===== config.mk =====
export PLATFORM = sky130hd
export DESIGN_NAME = keccak_padder_param
export DESIGN_NICKNAME = d
export VERILOG_FILES = /design/src/rtl/keccak_padder_param.sv
export SDC_FILE = /design/constraint.sdc
export NUM_CORES = 1
export LEC_CHECK = 0
export ABC_AREA = 1
export CORE_ASPECT_RATIO = 0.9
export CORE_MARGIN = 5
export CORE_UTILIZATION = 30
export CTS_BUF_LIST = sky130_fd_sc_hd__clkbuf_4 sky130_fd_sc_hd__clkbuf_8
export DETAILED_ROUTE_END_ITERATION = 8
export GPL_ROUTABILITY_DRIVEN = 0
export PLACE_DENSITY_LB_ADDON = 0.2
export SLEW_MARGIN = 25
export SYNTH_ARGS = -nofsm -noshare
export SYNTH_HDL_FRONTEND = slang
export SYNTH_SLANG_ARGS = --single-unit

===== constraint.sdc =====
create_clock -name clk -period 47 [get_ports clk]
set_input_delay 9.4 -clock clk [delete_from_list [all_inputs] [get_ports clk]]
set_output_delay 9.4 -clock clk [all_outputs]
set_load 0.02 [all_outputs]

===== src/rtl/keccak_padder_param.sv =====
// keccak_padder_param: parametrised Keccak pad10*1 padder with runtime domain separation.
//   clk, reset      : rising-edge clock, asynchronous active-high reset
//   in, in_ready    : message word (byte 0 in the top byte) and its valid strobe
//   is_last         : word is the message tail carrying byte_num valid bytes
//   byte_num, dsep  : valid byte count of the tail and the domain-separation byte
//   buffer_full     : input is not accepted this cycle
//   out, out_ready  : assembled RATE-bit block and its valid flag
//   last_block      : block is the final block of the message
//   f_ack           : permutation has consumed out
module keccak_padder_param #(
    parameter int RATE = 576,
    parameter int IN_W = 64,
    parameter int BN_W = $clog2(IN_W / 8)
) (
    input  logic            clk,
    input  logic            reset,
    input  logic [IN_W-1:0] in,
    input  logic            in_ready,
    input  logic            is_last,
    input  logic [BN_W-1:0] byte_num,
    input  logic [7:0]      dsep,
    output logic            buffer_full,
    output logic [RATE-1:0] out,
    output logic            out_ready,
    output logic            last_block,
    input  logic            f_ack
);
    localparam int WORDS = RATE / IN_W;
    localparam int NB = IN_W / 8;
    localparam int CW = $clog2(WORDS);
    localparam logic [CW-1:0] LAST = CW'(WORDS - 1);

    typedef enum logic [1:0] {ABSORB, PAD, FULL} state_t;

    state_t          state, state_n;
    logic [CW-1:0]   cnt, cnt_n;
    logic            last_seen, seen_n;
    logic [IN_W-1:0] tail, word;
    logic            accept, shift, pad_act;

    assign accept      = state == ABSORB && in_ready;
    assign shift       = accept || state == PAD;
    assign pad_act     = state == PAD || (accept && is_last);
    assign buffer_full = state != ABSORB;
    assign out_ready   = state == FULL;
    assign last_block  = last_seen && out_ready;

    // Tail word: kept bytes, then dsep, then zeros.
    always_comb begin
        tail = '0;
        for (int i = 0; i < NB; i++)
            tail[IN_W-1-8*i -: 8] = (BN_W'(i) < byte_num) ? in[IN_W-1-8*i -: 8] :
                                    (BN_W'(i) == byte_num) ? dsep : 8'h00;
    end

    // The closing 1 of pad10*1 is bit 7 of the block's final byte.
    always_comb begin
        word = state == PAD ? '0 : is_last ? tail : in;
        word[7] = word[7] | (pad_act && cnt == LAST);
    end

    always_comb begin
        state_n = state;
        cnt_n = cnt;
        seen_n = last_seen;
        case (state)
            ABSORB: if (in_ready) begin
                seen_n = last_seen | is_last;
                cnt_n = cnt == LAST ? '0 : cnt + CW'(1);
                state_n = cnt == LAST ? FULL : is_last ? PAD : ABSORB;
            end
            PAD: begin
                cnt_n = cnt == LAST ? '0 : cnt + CW'(1);
                state_n = cnt == LAST ? FULL : PAD;
            end
            FULL: if (f_ack) begin
                state_n = ABSORB;
                seen_n = 1'b0;
            end
            default: state_n = ABSORB;
        endcase
    end

    always_ff @(posedge clk or posedge reset) begin
        if (reset) begin
            state <= ABSORB;
            cnt <= '0;
            last_seen <= 1'b0;
            out <= '0;
        end else begin
            state <= state_n;
            cnt <= cnt_n;
            last_seen <= seen_n;
            if (shift) out <= {out[RATE-IN_W-1:0], word};
        end
    end
endmodule


Word-level counts from Yosys, hierarchy flattened:

Cells that the tools add are included.

* register bits: 583
* memories kept: 0
* bits in writable memories: 0
* bits in read-only memories: 0
* latch bits: 0
* output and inout bits: 579

* equality and inequality tests: 12
* bitwise operators: 2
* $lt $le $gt $ge: 8
* add/subtract/negate cells: 1
* multiply operators: 0
* shift operators: 0
* reductions and logical operators: 14
* muxes and demuxes: 30
* div/mod/pow operators: 0

Operators by type and width (number)
* $mux 64: 2
* $mux 8: 16
* $eq 3x3->1 const A: 4
* $lt 3x3->1 const A: 4
* $mux 2: 4
* $mux 4: 2
* $pmux 4 s2: 1
* $eq 2x3->1 const A: 2
* $lt 1x3->1 const A: 2
* $lt 2x3->1 const A: 2
* $pmux 2 s3: 1
* $reduce_bool 2->1: 3
* $add 4x1->4 const B: 1
* $eq 4x4->1 const B: 1
* $logic_and 1x1->1: 4
* $reduce_and 2->1: 2
* $eq 1x3->1 const A: 1
* $logic_not 3->1: 1
* $mux 1: 3
* $reduce_and 3->1: 1
* $eq 2x1->1 const B: 1
* $eq 2x2->1 const B: 1
* $logic_not 2->1: 1
* $logic_or 1x1->1: 2
* 4 further kinds: 5

Longest topological paths before layout:

Gate-level depths: netlist of the first run.

* depth in word-level cells: 6
* mapped depth: 8
* gate-level depth less buffers: 8

Worst setup path after synthesis of the first run:

No wires, ideal clock.

* kind: register to output
* start: register state[0]
* end: output port last_block
* path buffers: 1
* stages on the path, launching flop included: 3
* setup slack: 36.597 ns
* arrival time: 1.003 ns
* path through: dfrtp_1 -> buf_2 -> nor3_1

* word-level cells in the longest chain between the ends: 2

RTL lines
* from (decl): line 35 `state_t state, state_n;`
* from (signal assigned): line 91 `state <= state_n;`
* $eq 2x2->1: line 45 `assign out_ready = state == FULL;`
* $logic_and 1x1->1: line 46 `assign last_block = last_seen && out_ready;`
* to (decl): line 25 `output logic last_block,`

Every way passes these cells.

Worst setup path in the final report of the first run:

* start: input port in_ready
* end: register out[340]

* word-level cells in the longest chain between the ends: 2

RTL lines
* from (decl): line 18 `input logic in_ready,`
* $logic_and 1x1->1: line 41 `assign accept = state == ABSORB && in_ready;`
* $logic_or 1x1->1: line 42 `assign shift = accept || state == PAD;`
* to (signal assigned): line 94 `if (shift) out <= {out[RATE-IN_W-1:0], word};`
* to (decl): line 23 `output logic [RATE-1:0] out,`

Every way passes these cells.
A chain may end at the register's enable or synchronous reset.

==> results of run 1 <==
cell families (layout without fill, tap and decap cells):
group	Yosys count	count (layout)	share of synthesized area [%]
and+or+nand+nor	996	996	16.9
DFF	583	583	64.5
AOI/OAI and AO/OA	495	495	11.0
buffers and inverters	403	1120	7.39
adders and majority gates	2	2	0.111
other	0	2	0
per-layer routing:
metal | share of wire, % | vias up | GRT usage, %
met4 | 3.4 | 0 | 6.66
met5 | 0 | - | 0
li1 | - | 9068 | -
met1 | 43 | 8940 | 25.7
met2 | 48 | 652 | 32.7
met3 | 5.8 | 143 | 4.20
registers in the layout, indices dropped and copies added (netlist names):
register,count
out,576
last_seen,1
cnt,4
state,2
layout make-up:
cell class              count  area (sq um)  area share (%)
inverters                 270          1030            3.20
repair buffers            676          6790            21.1
well taps                 970          1210            3.78
clock inverters            12          96.3           0.300
flip-flops and latches    583         14600            45.4
diodes                      2          5.00          0.0156
multi-input cells        1493          6350            19.8
clock buffers             162          2030            6.32
metrics by stage:
stage | hold slack (ns) | utilization [%] | setup slack (ns) | area [sq um]
4_1_cts | 0.477 | 42.9 | 34.16 | 32100
2_1_floorplan | 0.470 | - | 21.29 | 22600
5_1_grt | 0.497 | 43.0 | 33.67 | 32100
6_report | 0.482 | 43.0 | 33.99 | 32100
3_5_place_dp | 0.468 | 40.1 | 33.38 | 29900
3_3_place_gp | 0.464 | 40.1 | 33.47 | 29900
Yosys cell counts (2+ instances only):
cell	instances
nor3_1	2
buf_2	125
inv_2	3
inv_1	266
clkbuf_1	7
nand2_1	928
nand3_1	47
o21ai_1	223
o21ai_0	269
nor2_1	10
nand4_1	3
nor2_2	3
a21oi_1	2
ha_1	2
dfrtp_1	583
tightest hold or removal path, stage by stage (launching register included):
cell and delay (ns):
dfrtp_1 0.34, nand2_1 0.06, nand2_1 0.05
power groups by stage:
stage               registers, W  logic, W  clock network (W)
floorplan                0.00102  0.000309                  0
global placement        0.000844   0.00102                  0
detailed placement      0.000851   0.00103                  0
CTS                     0.000845   0.00103           0.000494
global route            0.000869   0.00109           0.000516
finish                  0.000842   0.00102           0.000477
worst paths after layout:
kind | from | end | slack (ns) | cells past startpoint
worst max-delay path | in_ready | out[340] | 33.99 | 8
worst min-delay path | out[553] | out[553] | 0.48 | 2
worst max register to register | state[1] | out[340] | 42.65 | 8
worst min register to register | out[553] | out[553] | 0.48 | 2
max in group asynchronous | reset | out[430] | 35.60 | 4
min in group asynchronous | reset | out[95] | 9.34 | 2
==> flow_metrics.env, run 1 <==
export IMPL_ant_nets=0
export IMPL_layout_nets=3206
export IMPL_critPathSlowestCell="buf_4"
export IMPL_yosys_warnings=0
export IMPL_clock_skew_ns=0.0430
export IMPL_clock_fmax_ghz=0.0769
export IMPL_ir_drop_mv=0.0308
export IMPL_route_detailed_drc=0
export IMPL_max_cap_viol_count=0
export IMPL_grt_remaining_overflow=0
export IMPL_intPower_w=0.00136
export IMPL_yosysTopAreaCell="dfrtp_1"
export IMPL_power_w=0.00234
export IMPL_path_buf_inv=5
export IMPL_min_period_ns=13.01
export IMPL_drt_first_pass_iters=6
export IMPL_dieArea_sq_um=80900
export IMPL_synthCells=2479
export IMPL_p_sw_share_pct=42.0
export IMPL_tightestPinTransition_ns=0.991
export IMPL_syn_area_sq_um=22600
export IMPL_io_pins=659
export IMPL_clockBufferDepth=3
export IMPL_rows=95
export IMPL_relSlewSlack_pct=34.0
export IMPL_p_comb_share_pct=43.7
export IMPL_cts_buffers=100
export IMPL_crit_required_ns=47.60
export IMPL_start_util_pct=30.3
export IMPL_layout_common_cells="928 x nand2_1, 658 x clkdlybuf4s50_1, 583 x dfrtp_1, 269 x o21ai_0, 265 x inv_1"
export IMPL_outcome="complete, no violations"
export IMPL_slowest_delay_ns=0.88
export IMPL_clk_pin_slew_ns=0.06
export IMPL_worstSetupPathType="input port to register"
export IMPL_grt_pass1_wl_um=123000
export IMPL_die_x_um=299
export IMPL_hold_violations=0
export IMPL_p_leak_nw=14.6
export IMPL_synth_net_count=2561
export IMPL_yosysSeqAreaShare_pct=64.5
export IMPL_ys_async_sr_fraction_pct=100
export IMPL_power_frac_seq_pct=35.9
export IMPL_crit_family="buffers and inverters"
export IMPL_final_common_cell="nand2_1"
export IMPL_clockRootBuffer="clkbuf_8"
export IMPL_synth_distinct_cells=21
export IMPL_drt_initial_drc_count=1237
export IMPL_fin_setup_tns_ns=0
export IMPL_post_cts_buffers=0
export IMPL_synth_flop_cell="dfrtp_1"
export IMPL_crit_path_end_kind="register"
export IMPL_wl_per_cell_um=19.8
export IMPL_rsz0062_at_grt="no"
export IMPL_dr_total_vias=18800
export IMPL_startpoint_type="input port"
export IMPL_powerDensity_nw_per_um2=73.0
export IMPL_min_path_type="register to register"
export IMPL_path_common_cell="buf_4"
export IMPL_vias_per_cell=4.51
export IMPL_antenna_found_initial=1
export IMPL_clk_insertion_delay_late_ns=0.68
export IMPL_final_cell_count_no_fill=4168
export IMPL_hpwl_um=62000
export IMPL_die_h_um=270
export IMPL_synthTopCellsByArea="dfrtp_1 65%, nand2_1 15%, o21ai_0 6.0%"
export IMPL_ys_seq_elements=583
export IMPL_finalSetupViolations=0
export IMPL_cp_arrival_ns=13.60
export IMPL_synth_edff_count=0
export IMPL_synth_top_area_share_pct=64.5
export IMPL_cts_hold_buffers=0
export IMPL_cts_tree="yes"
export IMPL_drv_slew=0
export IMPL_clkPwrFrac_pct=20.4
export IMPL_path_max_fanout=167
export IMPL_layout_drive_gt1_share_pct=6.35
export IMPL_cts_resized=0
export IMPL_avgSynthCellArea_sq_um=9.12
export IMPL_globalRouteTotalUtil_pct=19.7
export IMPL_dp_cells=3991
export IMPL_crit_path_cell_trace="clkdlybuf4s50_1 -> o21ai_4 -> inv_8 -> buf_4 -> buf_4 -> buf_4 -> nand2_1 -> o21ai_1"
export IMPL_clock_sinks=583
export IMPL_drt_wl_total_um=82500
export IMPL_grt_pass1_vias=18500
export IMPL_htree_levels=3
export IMPL_grt_max_degree=253
export IMPL_period_share_pct=27.7
export IMPL_synthToLayoutAreaGrowth_pct=42.0
export IMPL_fill_cells=7286
export IMPL_portBuffers=658
export IMPL_switchingPower_w=0.000985
export IMPL_core_area_sq_um=74600
(Power assumes the default switching activity.)
==> run 2: changes to the inputs <==
==> constraint.sdc (replaced) <==
create_clock -name clk -period 12.07 [get_ports clk]
set_input_delay 2.414 -clock clk [delete_from_list [all_inputs] [get_ports clk]]
set_output_delay 2.414 -clock clk [all_outputs]
set_load 0.02 [all_outputs]
==> flow_metrics.env, run 2 (synthesis gave the netlist of run 1 again) <==
export IMPL_tightestPinTransition_ns=1.01
export IMPL_layout_common_cells="928 x nand2_1, 658 x clkdlybuf4s50_1, 583 x dfrtp_1, 269 x o21ai_0, 265 x inv_1"
export IMPL_drt_wl_total_um=82900
export IMPL_cts_resized=0
export IMPL_rsz0062_at_grt="no"
export IMPL_outcome="complete, no violations"
export IMPL_largest_register="out"
export IMPL_relSlewSlack_pct=32.7
export IMPL_drv_slew=0
export IMPL_htree_levels=3
export IMPL_largest_reg_flops=576
export IMPL_final_common_cell="nand2_1"
export IMPL_ant_nets=0
export IMPL_grt_remaining_overflow=0
export IMPL_die_x_um=299
export IMPL_clock_skew_ns=0.0390
export IMPL_io_pins=659
export IMPL_cts_buffers=102
export IMPL_min_period_ns=5.54
export IMPL_startpoint_type="input port"
export IMPL_p_leak_nw=14.6
export IMPL_clock_sinks=583
export IMPL_max_cap_viol_count=0
export IMPL_hold_violations=0
export IMPL_portBuffers=658
export IMPL_dp_cells=3989
export IMPL_rows=95
export IMPL_globalRouteTotalUtil_pct=19.8
export IMPL_cts_hold_buffers=0
export IMPL_vias_per_cell=4.54
export IMPL_fin_setup_tns_ns=0
export IMPL_cts_tree="yes"
export IMPL_dr_total_vias=18900
export IMPL_hpwl_um=61800
export IMPL_ir_drop_mv=0.155
export IMPL_clk_insertion_delay_late_ns=0.67
export IMPL_crit_required_ns=12.58
export IMPL_core_area_sq_um=74600
export IMPL_min_path_type="register to register"
export IMPL_largest_registers="out (576), cnt (4), state (2)"
export IMPL_powerDensity_nw_per_um2=285
export IMPL_worstSetupPathType="input port to register"
export IMPL_synthToLayoutAreaGrowth_pct=42.5
export IMPL_finalSetupViolations=0
export IMPL_place_ws_ns=5.90
export IMPL_clk_pin_slew_ns=0.05
export IMPL_die_h_um=270
export IMPL_grt_pass1_wl_um=124000
export IMPL_hold_slack_ns=0.476
export IMPL_setup_slack_ns=6.53
export IMPL_post_cts_buffers=0
export IMPL_clockRootBuffer="clkbuf_8"
export IMPL_antenna_found_initial=2
export IMPL_drt_initial_drc_count=1168
export IMPL_grt_pass1_vias=18800
export IMPL_period_share_pct=45.9
export IMPL_layout_drive_gt1_share_pct=6.47
export IMPL_wl_per_cell_um=19.9
export IMPL_route_detailed_drc=0
export IMPL_grt_max_degree=224
export IMPL_crit_path_end_kind="register"
export IMPL_cp_arrival_ns=6.04
export IMPL_clockBufferDepth=3
export IMPL_final_util_pct=43.1
export IMPL_start_util_pct=30.3
export IMPL_drt_first_pass_iters=6
export IMPL_layout_nets=3207
export IMPL_path_max_fanout=106
export IMPL_clock_fmax_ghz=0.181
export IMPL_final_cell_count_no_fill=4172
export IMPL_dieArea_sq_um=80900
[run 2: cell count changes in the layout (fill, tap and decap cells not counted), moves of 2 or more]
cell and change:
buf_12 +2, buf_4 -2, clkbuf_8 +5, clkinv_2 -3
[run 2: path summary, 6_finish.rpt]
check,cells after the start,end,from,slack [ns]
setup reg to reg,5,out[501],state[0],8.26
max in group asynchronous,5,out[436],reset,7.58
setup / recovery,6,out[501],in_ready,6.53
min in group asynchronous,2,out[92],reset,2.23
hold / removal,2,out[554],out[554],0.48
hold reg to reg,2,out[554],out[554],0.48
[run 2: cell type report]
| type | count | area [sq um] |
|---|---|---|
| antenna | 2 | 5.00 |
| sequential | 583 | 14600 |
| inverter | 270 | 1020 |
| clock buffer | 168 | 2110 |
| tap | 970 | 1210 |
| clock inverter | 11 | 110 |
| multi-input combinational | 1493 | 6350 |
| timing repair buffer | 675 | 6800 |
| fill | 7250 | 42400 |
[run 2: metal layers]
layer | routed length, um | vias to the layer above | global-route usage (%) | part of all wire, %
li1 | - | 9064 | - | -
met1 | 35600 | 9075 | 26.2 | 43
met2 | 39500 | 625 | 32.3 | 48
met3 | 4690 | 163 | 4.30 | 5.7
met4 | 3080 | 0 | 7.33 | 3.7
met5 | 0 | - | 0 | 0
[run 2: stage by stage]
step	power [W]	cell area, sq um
after floorplan	0.00517	22600
after global placement	0.00726	29900
after detailed placement	0.00733	29900
after CTS	0.00930	32100
after global routing	0.00971	32200
final	0.00919	32200
[run 2: where the power goes]
group          switching, W  total [W]  internal [W]
Clock              0.000803    0.00192       0.00112
Combinational       0.00245    0.00400       0.00155
Sequential         0.000597    0.00327       0.00267
Total               0.00385    0.00919       0.00534
[run 2: critical path, cell delays in order]
cell and delay, ns:
clkdlybuf4s50_1 0.47, o21ai_4 0.63, buf_4 0.87, buf_4 0.73, buf_4 0.59, o21ai_0 0.16
